**src/rtl/draw_layer_mux.sv**
```systemverilog
// Priority multiplexer for stacked draw layers: picks the lowest-index opaque
// requester per pixel and tracks per-frame layer collisions.
module draw_layer_mux #(
   parameter int NUM_LAYERS = 4,
   parameter int DATA_W     = 6,
   parameter int TRANSP_EN  = 1,
   parameter logic [DATA_W-1:0] TRANSP_VAL = DATA_W'(6'h3F),
   localparam int ID_W = (NUM_LAYERS > 2) ? $clog2(NUM_LAYERS) : 1
) (
   input  logic                         clk,
   input  logic                         rst_n,
   input  logic                         pix_valid,
   input  logic                         frame_start,
   input  logic [NUM_LAYERS-1:0]        layer_req,
   input  logic [NUM_LAYERS*DATA_W-1:0] layer_data,
   output logic [DATA_W-1:0]            data,
   output logic                         draw,
   output logic                         out_valid,
   output logic [ID_W-1:0]              layer_id,
   output logic                         coll_flag,
   output logic [NUM_LAYERS-1:0]        hit_mask,
   output logic [NUM_LAYERS-1:0]        last_hits
);

   logic [NUM_LAYERS-1:0] w_elig;
   logic [ID_W-1:0]       w_winId;
   logic [DATA_W-1:0]     w_winData;
   logic                  w_any;
   logic                  w_coll;

   logic [DATA_W-1:0]     r_data;
   logic                  r_draw;
   logic                  r_outValid;
   logic [ID_W-1:0]       r_layerId;
   logic                  r_collFlag;
   logic [NUM_LAYERS-1:0] r_hitMask;
   logic [NUM_LAYERS-1:0] r_lastHits;

   // Scanning from the top index down lets the lowest eligible index win.
   always_comb begin
      w_elig    = '0;
      w_winId   = '0;
      w_winData = '0;
      for (int i = 0; i < NUM_LAYERS; i++) begin
         w_elig[i] = layer_req[i] &&
                     !((TRANSP_EN != 0) && (layer_data[i*DATA_W +: DATA_W] == TRANSP_VAL));
      end
      for (int i = NUM_LAYERS - 1; i >= 0; i--) begin
         if (w_elig[i]) begin
            w_winId   = ID_W'(i);
            w_winData = layer_data[i*DATA_W +: DATA_W];
         end
      end
      w_any  = |w_elig;
      w_coll = (w_elig & (w_elig - 1'b1)) != '0;
   end

   always_ff @(posedge clk or negedge rst_n) begin
      if (!rst_n) begin
         r_data     <= '0;
         r_draw     <= 1'b0;
         r_outValid <= 1'b0;
         r_layerId  <= '0;
         r_collFlag <= 1'b0;
         r_hitMask  <= '0;
         r_lastHits <= '0;
      end else begin
         r_outValid <= pix_valid;
         r_draw     <= pix_valid && w_any;
         if (pix_valid && w_any) begin
            r_data    <= w_winData;
            r_layerId <= w_winId;
         end
         // A frame boundary snapshots only the prior frame; this cycle's hits seed the new one.
         if (frame_start) begin
            r_lastHits <= r_hitMask;
            r_hitMask  <= (pix_valid && w_coll) ? w_elig : '0;
            r_collFlag <= pix_valid && w_coll;
         end else if (pix_valid && w_coll) begin
            r_hitMask  <= r_hitMask | w_elig;
            r_collFlag <= 1'b1;
         end
      end
   end

   assign data      = r_data;
   assign draw      = r_draw;
   assign out_valid = r_outValid;
   assign layer_id  = r_layerId;
   assign coll_flag = r_collFlag;
   assign hit_mask  = r_hitMask;
   assign last_hits = r_lastHits;

endmodule

```
**config.mk**
```make
export PLATFORM = sky130hd
export DESIGN_NAME = draw_layer_mux
export DESIGN_NICKNAME = d
export VERILOG_FILES = /design/src/rtl/draw_layer_mux.sv
export SDC_FILE = /design/constraint.sdc
export NUM_CORES = 1
export LEC_CHECK = 0
export ABC_AREA = 1
export BUFFER_PORTS_ARGS = -buffer_cell sky130_fd_sc_hd__buf_2
export CORE_ASPECT_RATIO = 1.4
export CORE_MARGIN = 2
export CORE_UTILIZATION = 45
export DETAILED_ROUTE_END_ITERATION = 6
export PLACE_DENSITY = 0.77
export SLEW_MARGIN = 20
export SYNTH_ARGS = -nofsm -noshare
export SYNTH_HDL_FRONTEND = slang
export SYNTH_SLANG_ARGS = --single-unit
export TNS_END_PERCENT = 10
```
**constraint.sdc**
```tcl
create_clock -name clk -period 0.8 [get_ports clk]
set_input_delay 0.08 -clock clk [delete_from_list [all_inputs] [get_ports clk]]
set_output_delay 0.08 -clock clk [all_outputs]
set_load 0.01 [all_outputs]
```
# == Word level (Yosys, flattened, before mapping) ==
# Cells that the tools add are included.
# op_classes
addsub,1
n_eq_ne,4
n_mux,13
bitwise_logic,2
reduce_logical,13
# op_table
cell,count
$eq A6 B6 Y1 const B,4
$mux W6,4
$mux W4,3
$mux W2,4
$logic_and A1 B1 Y1,6
$and A4 B4 Y4,1
$logic_not A1 Y1,4
$or A4 B4 Y4,1
$reduce_bool A4 Y1,1
$reduce_or A4 Y1,1
$sub A4 B1 Y4 const B,1
$mux W1,2
$reduce_bool A2 Y1,1
# totals
register_bits,19
inputBits,32
out_inout_bits,19
wordCells,40

# == Depth between registers and ports, before layout ==
# Gate-level depths: netlist (run 1).
# depth
depth_word,9
ltp_mapped,12
depth_no_buf,11

# == Worst setup path before layout (run 1) ==
# Ideal clock, no wire load.
# synth_path
path_type,input -> register
startpoint,input port layer_data[16]
endpoint,"register r_layerId[1], in the netlist layer_id[1]"
setup_ps,95
arrival_time_ps,931
required_time_ps,705
setup_slack_ps,-227
path_stages,9
n_path_buf,1
path_cell_list,nand2_1 -> nor2_2 -> nand2_2 -> nand2_4 -> nand2_4 -> o21ai_4 -> buf_6 -> nand2_2 -> o31ai_1
# synth_via
elab_chain_cells,6
elab_cells_between_ends,8
cone_classes,1 x eq/ne; 3 x mux; 4 x reduce/logical
# synth_lines
element,line,text
start: declaration,15,"input logic [NUM_LAYERS*DATA_W-1:0] layer_data,"
$eq A6 B6 Y1 *,46,!((TRANSP_EN != 0) && (layer_data[i*DATA_W +: DATA_W] == TRANSP_VAL));
$logic_not A1 Y1 *,46,
$logic_and A1 B1 Y1 *,45,w_elig[i] = layer_req[i] &&
$mux W2 (3 in series),49,if (w_elig[i]) begin
end signal: assignment,72,r_layerId <= w_winId;
end: declaration,34,logic [ID_W-1:0] r_layerId;
# Mark *: on every way between the ends. The rest lies on a longest branch, timed or not.
# A chain may end at the register's enable or synchronous reset.

# == Worst setup path after layout (run 1) ==
# layout_path
startpoint,"register r_hitMask[2], in the netlist hit_mask[2]"
endpoint,output port hit_mask[2]
# layout_lines
element,line,text
start: declaration,36,logic [NUM_LAYERS-1:0] r_hitMask;
start signal: assignment,77,r_hitMask <= (pix_valid && w_coll) ? w_elig : '0;
start signal: assignment,80,r_hitMask <= r_hitMask | w_elig;
end: declaration,21,"output logic [NUM_LAYERS-1:0] hit_mask,"
# No word-level cell between the ends.

==> metrics.md, run 1 <==
| Metric | Value |
|---|---|
| Run status | finished, violations left |
| Violated checks | negative setup slack |
| Die footprint | 2990 µm² |
| Max_cap viols | 0 |
| Switch Pwr | 0.749 mW |
| CTS tree | built |
| Switching share of power | 30.7% |
| Crit-path slowest cell | dfrtp_1 |
| DPL Wire Length | 2310 µm |
| Grt total ovfl | 0 |
| Vias in the first global route | 1295 |
| First-pass GRT wire length | 4920 µm |
| Number of buffers created by CTS | 3 |
| Async S/R FF share, synth | 100% |
| Slew Limit Headroom | 73.8% |
| Fmax | 1.07 GHz |
| Clk pwr share | 18.9% |
| WL per Instance | 9.98 µm |
| CP Data Required Time | 0.72 ns |
| Min-Delay Path Class | input pin to flop |
| Slew Limit Fails | 0 |
| Mean Syn Cell Area | 6.52 µm² |
| Hold Crit Depth | 2 |
| Tmin final | 0.932 ns |
| Post-synthesis instance area | 1150 µm² |
| Port bufs | 50 |
| Clk_skew | 0.00490 ns |
| CP bufs+invs | 1 |
| M1 WL | 1140 µm |
| Met2 wire length | 1670 µm |
| Area after DPL | 1690 µm² |
| DR top layer | met4 |
| Largest area contributor in the netlist | dfrtp_1 |
| Critical Path Stages | 1 |
| Unrepaired setup endpoints after global routing | true |
| Final period util | 116% |
| Clk sink count | 19 |
| DR iter-0 viols | 19 |
| Worst slew pin tran | 0.393 ns |
| Final Non-Filler Cells | 301 |
| Met3 wire length | 134 µm |
| Clk root buf | clkbuf_4 |
| Number of synthesized flops with an enable pin | 0 |
| Synth Flop Type | dfrtp_1 |
| Final hold vios | 0 |
| Final setup viols | 28 |
| CP peak stage delay | 0.41 ns |
| Starting Density | 47.8% |
| Top cell type's share of synthesized area | 41.2% |
| Crit path kind | flop to output pin |
| CP endpoint kind | output pin |
| Critical-path cell list | buf_2 |
| CP Data Arrival Time | 0.85 ns |
| GRT Overall Usage | 21.8% |
| Register area share after synthesis | 41.2% |
| Clk Latency, worst-skew pair | 0.29 ns |
| Routed vias | 1381 |
| Worst-path clk slew | 0.10 ns |
| Die Ht | 63.9 µm |
| Placed cells | 288 |
| Vias per std cell | 4.59 |
| Largest net degree at the start of global routing | 20 |
| Synth warn | 0 |
| Cell internal pwr | 1.69 mW |
| Fill count | 214 |
| Pre-antenna DRT Iters | 4 |
| Syn Inst Count | 177 |
| Routed Antenna Nets | 0 |
| Synthesis-stage register bit count | 19 |
| Die W | 46.8 µm |
| CP delay by family, top | flip-flops |
| Num rows | 21 |
| Antenna violations before repair | 0 |
| N_diodes | 0 |
| Routability cong. | 0.797 |
| Crit path launch type | flop |
| Layout cells sized above 1 | 43.4% |
| Cell variety after synth | 19 |
| Leak | 1.14 nW |
| Core Area | 2420 µm² |
| Worst r2r path cells | 3 |
| Worst-path fanout max | 2 |
| Hold slack | 0.00921 ns |
| Top post-synthesis cells by area | dfrtp_1 41%, nand2_1 30%, inv_1 6.8% |
| Power per Cell Area | 1310 nW/µm² |
| Flop pwr share | 45.8% |
| Logic pwr share | 35.3% |
| Nets | 300 |
| Top Ports | 51 |
| Drt total wl | 3000 µm |
| VDD IR max | 0.000833 V |
| Mapped Nets | 209 |
| Fin area | 1860 µm² |
| Layout area overhead | 61.3% |
| Final worst setup slack | -0.132 ns |
| Reg2reg setup slack | 0 ns |
| DRC | 0 |
| H-tree depth | 1 |
| Max clock buf depth | 2 |
==> layout make-up <==
| class | instances | area [µm²] | area share [%] |
|---|---|---|---|
| Timing Repair Buffer | 89 | 603 | 32.4 |
| Multi-Input combinational cell | 133 | 633 | 34.0 |
| Clock buffer | 4 | 26.3 | 1.41 |
| Inverter | 22 | 82.6 | 4.43 |
| Sequential cell | 19 | 475 | 25.5 |
| Tap cell | 34 | 42.5 | 2.28 |
==> timing repair <==
action,CTS,global route
setup buffers,8,0
hold buffers,1,0
gates cloned,0,0
endpoints found under the setup margin,31,33
pin swaps,4,13
hold endpoints to repair,19,0
gates resized for setup,3,18
==> state kept, by name, indices dropped and copies added, names as in the netlist <==
register / cells
last_hits: 4
out_valid: 1
layer_id: 2
coll_flag: 1
data: 6
hit_mask: 4
draw: 1
==> power by group through the flow <==
stage               Sequential [mW]  Clock (mW)  Combinational (mW)
floorplan                      1.19           0               0.292
global placement               1.14           0               0.720
detailed placement             1.14           0               0.732
CTS                            1.11       0.461               0.815
global route                   1.13       0.508               0.959
finish                         1.12       0.460               0.862
==> per-layer routing <==
| layer | track usage [%] | vias to the layer above |
|---|---|---|
| li1 | - | 715 |
| met1 | 24.2 | 620 |
| met2 | 40.4 | 41 |
| met3 | 0.847 | 5 |
| met4 | 8.33 | 0 |
| met5 | 0 | - |
==> layout by cell type (no fill, tap or decap), drive strengths merged <==
master       instances
buf                 88
dlygate4sd3          1
nand3                9
a21oi                1
or2                  2
nand2               96
o31ai                1
clkinv               1
a31oi                1
o21ai                6
o211ai               2
dfrtp               19
clkbuf               4
inv                 21
nor2                15
==> final timing paths <==
| check | to | startpoint |
|---|---|---|
| worst min-delay path | hit_mask[0]$_DFFE_PN0P_ | frame_start |
| worst max-delay path | hit_mask[2] | hit_mask[2]$_DFFE_PN0P_ |
| worst max register to register | hit_mask[1]$_DFFE_PN0P_ | hit_mask[1]$_DFFE_PN0P_ |
| min in group asynchronous | last_hits[3]$_DFFE_PN0P_ | rst_n |
| worst min register to register | last_hits[1]$_DFFE_PN0P_ | last_hits[1]$_DFFE_PN0P_ |
| max in group asynchronous | data[1]$_DFFE_PN0P_ | rst_n |
==> cell usage after synthesis (2+ instances only) <==
cell type / number
inv_1: 21
buf_2: 2
o21ai_0: 4
nand3_1: 9
o211ai_1: 2
nor2_1: 14
nand2_1: 92
dfrtp_1: 19
or2_2: 2
nand2_4: 2
nand2_2: 2
==> stage by stage <==
| step | worst slack, ns | total power [mW] | util (%) | TNS (ns) |
|---|---|---|---|---|
| 5_1_grt | -0.183 | 2.60 | 77.1 | -3.92 |
| 6_report | -0.132 | 2.44 | 77.1 | -2.26 |
| 3_3_place_gp | -0.340 | 1.86 | 69.7 | -4.41 |
| 2_1_floorplan | -0.191 | 1.48 | - | -2.11 |
| 4_1_cts | -0.108 | 2.39 | 74.1 | -2.29 |
| 3_5_place_dp | -0.404 | 1.87 | 69.7 | -5.04 |
==> cell families (layout without fill, tap and decap cells) <==
| logic type | after synthesis | after routing | share of synthesized area [%] |
|---|---|---|---|
| DFF | 19 | 19 | 41.2 |
| and+or+nand+nor | 122 | 122 | 43.0 |
| AOI/OAI and AO/OA | 11 | 11 | 6.83 |
| buffers and inverters | 25 | 115 | 8.99 |
No activity file was read; power rests on OpenSTA's default activity.
==> inputs of run 2 (changes only) <==
--- a/config.mk
+++ b/config.mk
@@ -7,11 +7,13 @@
 export LEC_CHECK = 0
 export ABC_AREA = 1
 export BUFFER_PORTS_ARGS = -buffer_cell sky130_fd_sc_hd__buf_2
+export CELL_PAD_IN_SITES_DETAIL_PLACEMENT = 0
+export CELL_PAD_IN_SITES_GLOBAL_PLACEMENT = 2
 export CORE_ASPECT_RATIO = 1.4
 export CORE_MARGIN = 2
-export CORE_UTILIZATION = 45
+export CORE_UTILIZATION = 23
 export DETAILED_ROUTE_END_ITERATION = 6
-export PLACE_DENSITY = 0.77
+export PLACE_DENSITY = 0.89
 export SLEW_MARGIN = 20
 export SYNTH_ARGS = -nofsm -noshare
 export SYNTH_HDL_FRONTEND = slang
==> run 2 against run 1 <==
The flow still finishes with violations (negative setup slack). Critical path depth grew 10. Hold slack improved by 0.10 ns. Clock-buffer cell count did not move. Core utilization decreased by 35 points. Sequential power is essentially flat. Via count fell by 2.7%. Critical path type is now input pin to flop. Largest cell class unchanged. Largest power group unchanged.
==> metrics.md, run 2 (synthesis results as in run 1) <==
| Metric | Value |
|---|---|
| Tmin final | 0.917 ns (-0.0146 ns) |
| Fmax | 1.09 GHz (+1.6%) |
| Clk Latency, worst-skew pair | 0.24 ns (-0.05 ns) |
| Crit-path slowest cell | o21ai_4 |
| Core Area | 4840 µm² (+100%) |
| Max clock buf depth | 2 (unchanged) |
| Die W | 63.9 µm (+36%) |
| Largest net degree at the start of global routing | 20 (unchanged) |
| Vias in the first global route | 1304 (+0.69%) |
| Crit path launch type | input pin |
| Slew Limit Headroom | 72.5% (-1.3 points) |
| Leak | 1.18 nW (+3.6%) |
| H-tree depth | 1 (unchanged) |
| Max_cap viols | 0 (unchanged) |
| Worst-path clk slew | 0.07 ns (-0.03 ns) |
| Vias per std cell | 4.01 (-13%) |
| CP peak stage delay | 0.21 ns (-0.20 ns) |
| Clk pwr share | 24.2% (+5.3 points) |
| Min-Delay Path Class | input pin to flop |
| Most common cell after layout, fill and taps aside | nand2_1 |
| DR iter-0 viols | 64 (+45) |
| Critical Path Most Common Cell | nand2_2 |
| Area after DPL | 1760 µm² (+4.5%) |
| Top Ports | 51 (unchanged) |
| Worst slew pin tran | 0.413 ns (+0.0194 ns) |
| Layout area overhead | 76.1% |
| Crit path kind | input pin to flop |
| Antenna violations before repair | 0 (unchanged) |
| Final hold vios | 0 (unchanged) |
| CP bufs+invs | 4 (+3) |
| CP endpoint kind | flop |
| Routed vias | 1344 (-2.7%) |
| Power per Cell Area | 1300 nW/µm² (-0.50%) |
| Logic pwr share | 33.1% (-2.2 points) |
| CP Data Arrival Time | 1.11 ns (+0.26 ns) |
| Die footprint | 5610 µm² (+87%) |
| Routed Antenna Nets | 0 (unchanged) |
| Number of buffers created by CTS | 3 (unchanged) |
| Flop pwr share | 42.7% (-3.1 points) |
| WL per Instance | 9.45 µm (-5.3%) |
| Layout cells sized above 1 | 48.3% (+4.9 points) |
| Clk root buf | clkbuf_8 |
| Grt total ovfl | 0 (unchanged) |
| Starting Density | 23.9% (-24 points) |
| Critical-path cell list | buf_2 -> nand2_1 -> inv_1 -> nand3_1 -> nand2_2 -> nand2_2 -> o21ai_4 -> buf_12 -> buf_16 -> nand2_2 -> nand2_1 |
| Clk_skew | 0.000151 ns (-0.00475 ns) |
| Worst-path fanout max | 8 (+6) |
| Max FFs per register | 6 (unchanged) |
| Violated checks | negative setup slack |
| CTS tree | built |
| Hold slack | 0.114 ns (+0.104 ns) |
| N_diodes | 0 (unchanged) |
| CP Data Required Time | 1.00 ns (+0.28 ns) |
| DPL Wire Length | 2550 µm (+10%) |
| Fin area | 2030 µm² (+9.1%) |
| Run status | finished, violations left |
| First-pass GRT wire length | 5350 µm (+8.8%) |
| Cell internal pwr | 1.87 mW (+10%) |
| Pre-antenna DRT Iters | 4 (unchanged) |
| Final worst setup slack | -0.117 ns (+0.0146 ns) |
| Drt total wl | 3170 µm (+5.4%) |
| Die Ht | 87.8 µm (+37%) |
| Routability cong. | 0.702 (-12%) |
| Unrepaired setup endpoints after global routing | true |
| Final setup viols | 32 (+14%) |
| Fin util | 42.0% (-35 points) |
| Design Power | 2.65 mW (+8.6%) |
| CP delay by family, top | simple AND/OR/NAND/NOR gates |
| Clk sink count | 19 (unchanged) |
| DRC | 0 (unchanged) |
| Num rows | 30 (+43%) |
| GRT Overall Usage | 12.1% (-9.7 points) |
| Slew Limit Fails | 0 (unchanged) |
| VDD IR max | 0.000528 V (-37%) |
| Switching share of power | 29.6% (-1.1 points) |
| Nets | 304 (+1.3%) |
| Port bufs | 50 (unchanged) |
| Most frequent cells in the layout | 73 x nand2_1, 43 x buf_2, 37 x buf_4 |
| Switch Pwr | 0.784 mW (+4.6%) |
| Final period util | 115% (-1.8 points) |
-- run 2: timing repair --
item | 4_1_cts | 5_1_grt
hold buffers | 1 | 0
gates resized for setup | 19 | 18
setup buffers | 6 | 0
gates cloned | 1 | 0
pin swaps | 21 | 15
endpoints found under the hold margin | 19 | 0
setup endpoints to repair | 33 | 33
-- run 2: through the flow --
| stage | TNS, ns | setup WS [ns] | std cells |
|---|---|---|---|
| after floorplan | -2.11 | -0.191 | 177 |
| after global placement | -4.47 | -0.346 | 323 |
| after detailed placement | -4.95 | -0.399 | 323 |
| after CTS | -2.55 | -0.125 | 335 |
| after global routing | -3.92 | -0.208 | 335 |
| final | -1.99 | -0.117 | 335 |
-- run 2: final timing paths --
check                                               from                        to  slack [ns]  depth (start not counted)
worst max-delay path                       layer_data[3]       data[5]$_DFFE_PN0P_       -0.12                         11
worst min-delay path                           pix_valid       out_valid$_DFF_PN0_        0.11                          2
worst max register to register   hit_mask[1]$_DFFE_PN0P_   hit_mask[1]$_DFFE_PN0P_        0.16                          2
worst min register to register  last_hits[1]$_DFFE_PN0P_  last_hits[1]$_DFFE_PN0P_        0.47                          2
max in group asynchronous                          rst_n       out_valid$_DFF_PN0_        0.21                          2
min in group asynchronous                          rst_n   layer_id[0]$_DFFE_PN0P_        0.29                          2
-- run 2: cell type report --
| class | instances | area (µm²) |
|---|---|---|
| clock buffers | 4 | 45.0 |
| fillers | 541 | 2810 |
| inverters | 22 | 86.3 |
| multi-input cells | 133 | 674 |
| flip-flops and latches | 19 | 475 |
| well taps | 64 | 80.1 |
| repair buffers | 93 | 672 |
-- run 2: power groups by stage --
stage          clock, mW  combinational (mW)  sequential, mW
6_report           0.641               0.879            1.13
5_1_grt            0.744               0.985            1.15
4_1_cts            0.664               0.855            1.13
3_5_place_dp           0               0.759            1.14
3_3_place_gp           0               0.754            1.14
2_1_floorplan          0               0.292            1.19
-- run 2: layer usage --
metal	wire length [µm]	GRT usage [%]	up-vias
met5	0	0	-
met4	39	5.34	0
met3	118	1.03	2
met2	1700	22.8	31
met1	1310	13.7	583
li1	-	-	728
==> inputs of run 3 (changes only) <==
--- a/config.mk
+++ b/config.mk
@@ -5,15 +5,14 @@
 export SDC_FILE = /design/constraint.sdc
 export NUM_CORES = 1
 export LEC_CHECK = 0
-export ABC_AREA = 1
 export BUFFER_PORTS_ARGS = -buffer_cell sky130_fd_sc_hd__buf_2
 export CELL_PAD_IN_SITES_DETAIL_PLACEMENT = 0
 export CELL_PAD_IN_SITES_GLOBAL_PLACEMENT = 2
 export CORE_ASPECT_RATIO = 1.4
 export CORE_MARGIN = 2
-export CORE_UTILIZATION = 23
+export CORE_UTILIZATION = 25
 export DETAILED_ROUTE_END_ITERATION = 6
-export PLACE_DENSITY = 0.89
+export PLACE_DENSITY = 0.88
 export SLEW_MARGIN = 20
 export SYNTH_ARGS = -nofsm -noshare
 export SYNTH_HDL_FRONTEND = slang
==> run 3 against run 2 <==
Setup slack lost 0.24 ns. Critical endpoint is now data[0]$_DFFE_PN0P_. Clock-buffer cell count is the same. Critical path type unchanged. Largest cell class is now buffers. Sequential cell count is the same. Design area shrank 11%. Via count shrank 8.3%. The run ends with design-rule violations, negative setup slack left. Maximum frequency shrank 21%. Core utilization grew 3.6 points. Clock power is essentially flat.
==> metrics.md, run 3 <==
| Metric | Value |
|---|---|
| Run status | finished, violations left |
| Violated checks | design-rule violations, negative setup slack |
| Antenna violations before repair | 0 (unchanged) |
| Synth Flop Type | dfrtp_1 |
| Layout area overhead | 73.4% |
| Grt total ovfl | 0 (unchanged) |
| Vias in the first global route | 1283 (-1.6%) |
| CP endpoint kind | flop |
| DPL Wire Length | 2790 µm (+9.4%) |
| Crit path kind | input pin to flop |
| Die W | 58.7 µm (-8.1%) |
| Clk_skew | 0.00236 ns (+0.00221 ns) |
| First-pass GRT wire length | 5460 µm (+2.1%) |
| Top post-synthesis cells by area | dfrtp_1 45%, o21ai_0 5.7%, o221ai_1 5.0% |
| CP peak stage delay | 0.39 ns (+0.18 ns) |
| Nets | 234 (-23%) |
| Core Area | 3990 µm² (-18%) |
| Hold Path Origin | layer_data[8] |
| Max FFs per register | 6 (unchanged) |
| Starting Density | 26.3% (+2.5 points) |
| Fin area | 1820 µm² (-11%) |
| Reg2reg setup slack | 0.04 ns (-0.12 ns) |
| Die Ht | 80.6 µm (-8.2%) |
| Post-synthesis instance area | 1050 µm² (-9.2%) |
| Routed vias | 1233 (-8.3%) |
| CP Data Arrival Time | 1.29 ns (+0.18 ns) |
| Power per Cell Area | 1440 nW/µm² (+11%) |
| Port bufs | 50 (unchanged) |
| Top cell type's share of synthesized area | 45.3% (+4.2 points) |
| Die footprint | 4740 µm² (-16%) |
| Setup TNS | -4.47 ns (-2.48 ns) |
| Number of synthesized flops with an enable pin | 0 (unchanged) |
| Drt total wl | 3510 µm (+11%) |
| Layout cells sized above 1 | 58.2% (+9.9 points) |
| Final setup viols | 33 (+3.1%) |
| Num rows | 27 (-10%) |
| Slew Limit Headroom | 71.4% (-1.1 points) |
| Final period util | 145% (+30 points) |
| Routability cong. | 0.840 (+20%) |
| Final hold vios | 0 (unchanged) |
| CP Data Required Time | 0.93 ns (-0.07 ns) |
| Commonest cells in the netlist | 19 x dfrtp_1, 13 x nand2_1, 12 x o21ai_0 |
| Fin util | 45.6% (+3.6 points) |
| Largest area contributor in the netlist | dfrtp_1 |
| VDD IR max | 0.000731 V (+38%) |
| Most common cell after layout, fill and taps aside | buf_2 |
| Mean Syn Cell Area | 9.53 µm² (+46%) |
| Tmin final | 1.16 ns (+0.241 ns) |
| Pre-antenna DRT Iters | 6 (+2) |
| Top Ports | 51 (unchanged) |
| Vias per std cell | 5.05 (+26%) |
| Fmax | 0.863 GHz (-21%) |
| Clk sink count | 19 (unchanged) |
| Critical Path Most Common Cell | buf_6 |
| DRC | 7 (+7) |
| Hold Crit Depth | 3 (+1) |
| CTS tree | built |
| H-tree depth | 1 (unchanged) |
| Unrepaired setup endpoints after global routing | true |
| Number of buffers created by CTS | 3 (unchanged) |
| Mapped Nets | 142 (-32%) |
| Critical-path cell list | buf_6 -> nand4_1 -> o21a_4 -> o41ai_4 -> buf_6 -> inv_6 -> o221ai_2 -> o21ai_2 |
| Worst-path fanout max | 7 (-1) |
| Synth warn | 0 (unchanged) |
| Async S/R FF share, synth | 100% (unchanged) |
| Routed Antenna Nets | 0 (unchanged) |
| Worst r2r dst | last_hits[3]$_DFFE_PN0P_ |
| Worst r2r path cells | 1 (-1) |
| DR iter-0 viols | 41 (-36%) |
| Worst slew pin tran | 0.429 ns (+0.0162 ns) |
| Most frequent cells in the layout | 40 x buf_2, 36 x buf_4, 19 x dfrtp_1 |
| Fill count | 418 (-23%) |
| Clk Latency, worst-skew pair | 0.25 ns (about the same) |
| Design Power | 2.62 mW (-1.1%) |
| Min-Delay Path Class | input pin to flop |
| Largest net degree at the start of global routing | 20 (unchanged) |
| Syn Inst Count | 110 (-38%) |
| Max_cap viols | 0 (unchanged) |
| Leak | 0.877 nW (-26%) |
| Hold Crit Endpoint | data[2]$_DFFE_PN0P_ |
| Most common cell in the netlist | dfrtp_1 |
| Crit-path slowest cell | o41ai_4 |
| Synthesis-stage register bit count | 19 (unchanged) |
| GRT Overall Usage | 14.8% (+2.7 points) |
| Worst setup startpoint | layer_data[12] |
| Crit path launch type | input pin |
| N_diodes | 0 (unchanged) |
| Area of the multi-input gates | 578 µm² (-14%) |
| Cell variety after synth | 26 (+7) |
| WL per Instance | 14.4 µm (+52%) |
| FF-to-FF Start | hit_mask[3]$_DFFE_PN0P_ |
| Max clock buf depth | 2 (unchanged) |
| Slew Limit Fails | 0 (unchanged) |
| Clk root buf | clkbuf_8 |
| Register area share after synthesis | 45.3% (+4.2 points) |
| Reg area | 475 µm² (unchanged) |
| Worst-path clk slew | 0.07 ns (about the same) |
| Final worst setup slack | -0.358 ns (-0.241 ns) |
| Area after DPL | 1580 µm² (-10%) |
## run 3: stage by stage
step	setup WS (ns)	hold WS [ns]	cells
detailed placement	-0.649	0.0441	233
CTS	-0.348	0.123	244
global placement	-0.634	0.0272	233
global route	-0.379	0.136	244
floorplan	-0.531	-0.216	110
finish	-0.358	0.125	244
## run 3: cell type report
type | instances | share of cell area (%)
tap | 43 | 2.96
timing repair buffer | 90 | 34.5
inverter | 9 | 2.13
multi-input combinational | 79 | 31.8
clock buffer | 4 | 2.48
sequential | 19 | 26.2
## run 3: power by group
group	total, mW	switching, mW	internal [mW]
Sequential	1.13	0.0600	1.07
Combinational	0.849	0.410	0.439
Clock	0.640	0.288	0.353
Total	2.62	0.758	1.87
## run 3: worst max-delay path by stage
| stage | slack [ns] | depth (start not counted) | end |
|---|---|---|---|
| 2_1_floorplan | -0.53 | 6 | data[0]$_DFFE_PN0P_ |
| 3_3_place_gp | -0.63 | 7 | data[0]$_DFFE_PN0P_ |
| 3_5_place_dp | -0.65 | 8 | data[0]$_DFFE_PN0P_ |
| 4_1_cts | -0.35 | 8 | data[0]$_DFFE_PN0P_ |
| 5_1_grt | -0.38 | 8 | data[3]$_DFFE_PN0P_ |
| 6_report | -0.36 | 8 | data[0]$_DFFE_PN0P_ |
## run 3: worst max-delay path, delay by kind of cell
family | cells | cell delay, ns
and+or+nand+nor | 1 | 0.12
buffers and inverters | 3 | 0.30
AOI/OAI and AO/OA | 4 | 0.78
## run 3: logic make-up (layout without fill, tap and decap cells)
group | after synthesis | after routing | share of synthesized area, %
adder cells (fa/ha/maj) | 1 | 1 | 0.955
buffers and inverters | 12 | 103 | 5.25
multiplexers | 4 | 4 | 4.30
AO/OA/AOI/OAI | 46 | 46 | 31.5
flip-flops | 19 | 19 | 45.3
AND/OR/NAND/NOR | 28 | 28 | 12.6
## run 3: per-layer routing
metal	global-route usage [%]	part of all wire (%)
met5	0	0
met4	5.68	1.6
met3	1.13	4.6
met2	28.6	56
met1	16.0	38
## run 3: what timing repair did
item | in CTS | in global routing
endpoints found under the hold margin | 19 | 0
setup endpoints to repair | 33 | 33
hold buffers | 1 | 0
pin swaps | 10 | 3
gates resized for setup | 27 | 10
buffers inserted | 6 | 0
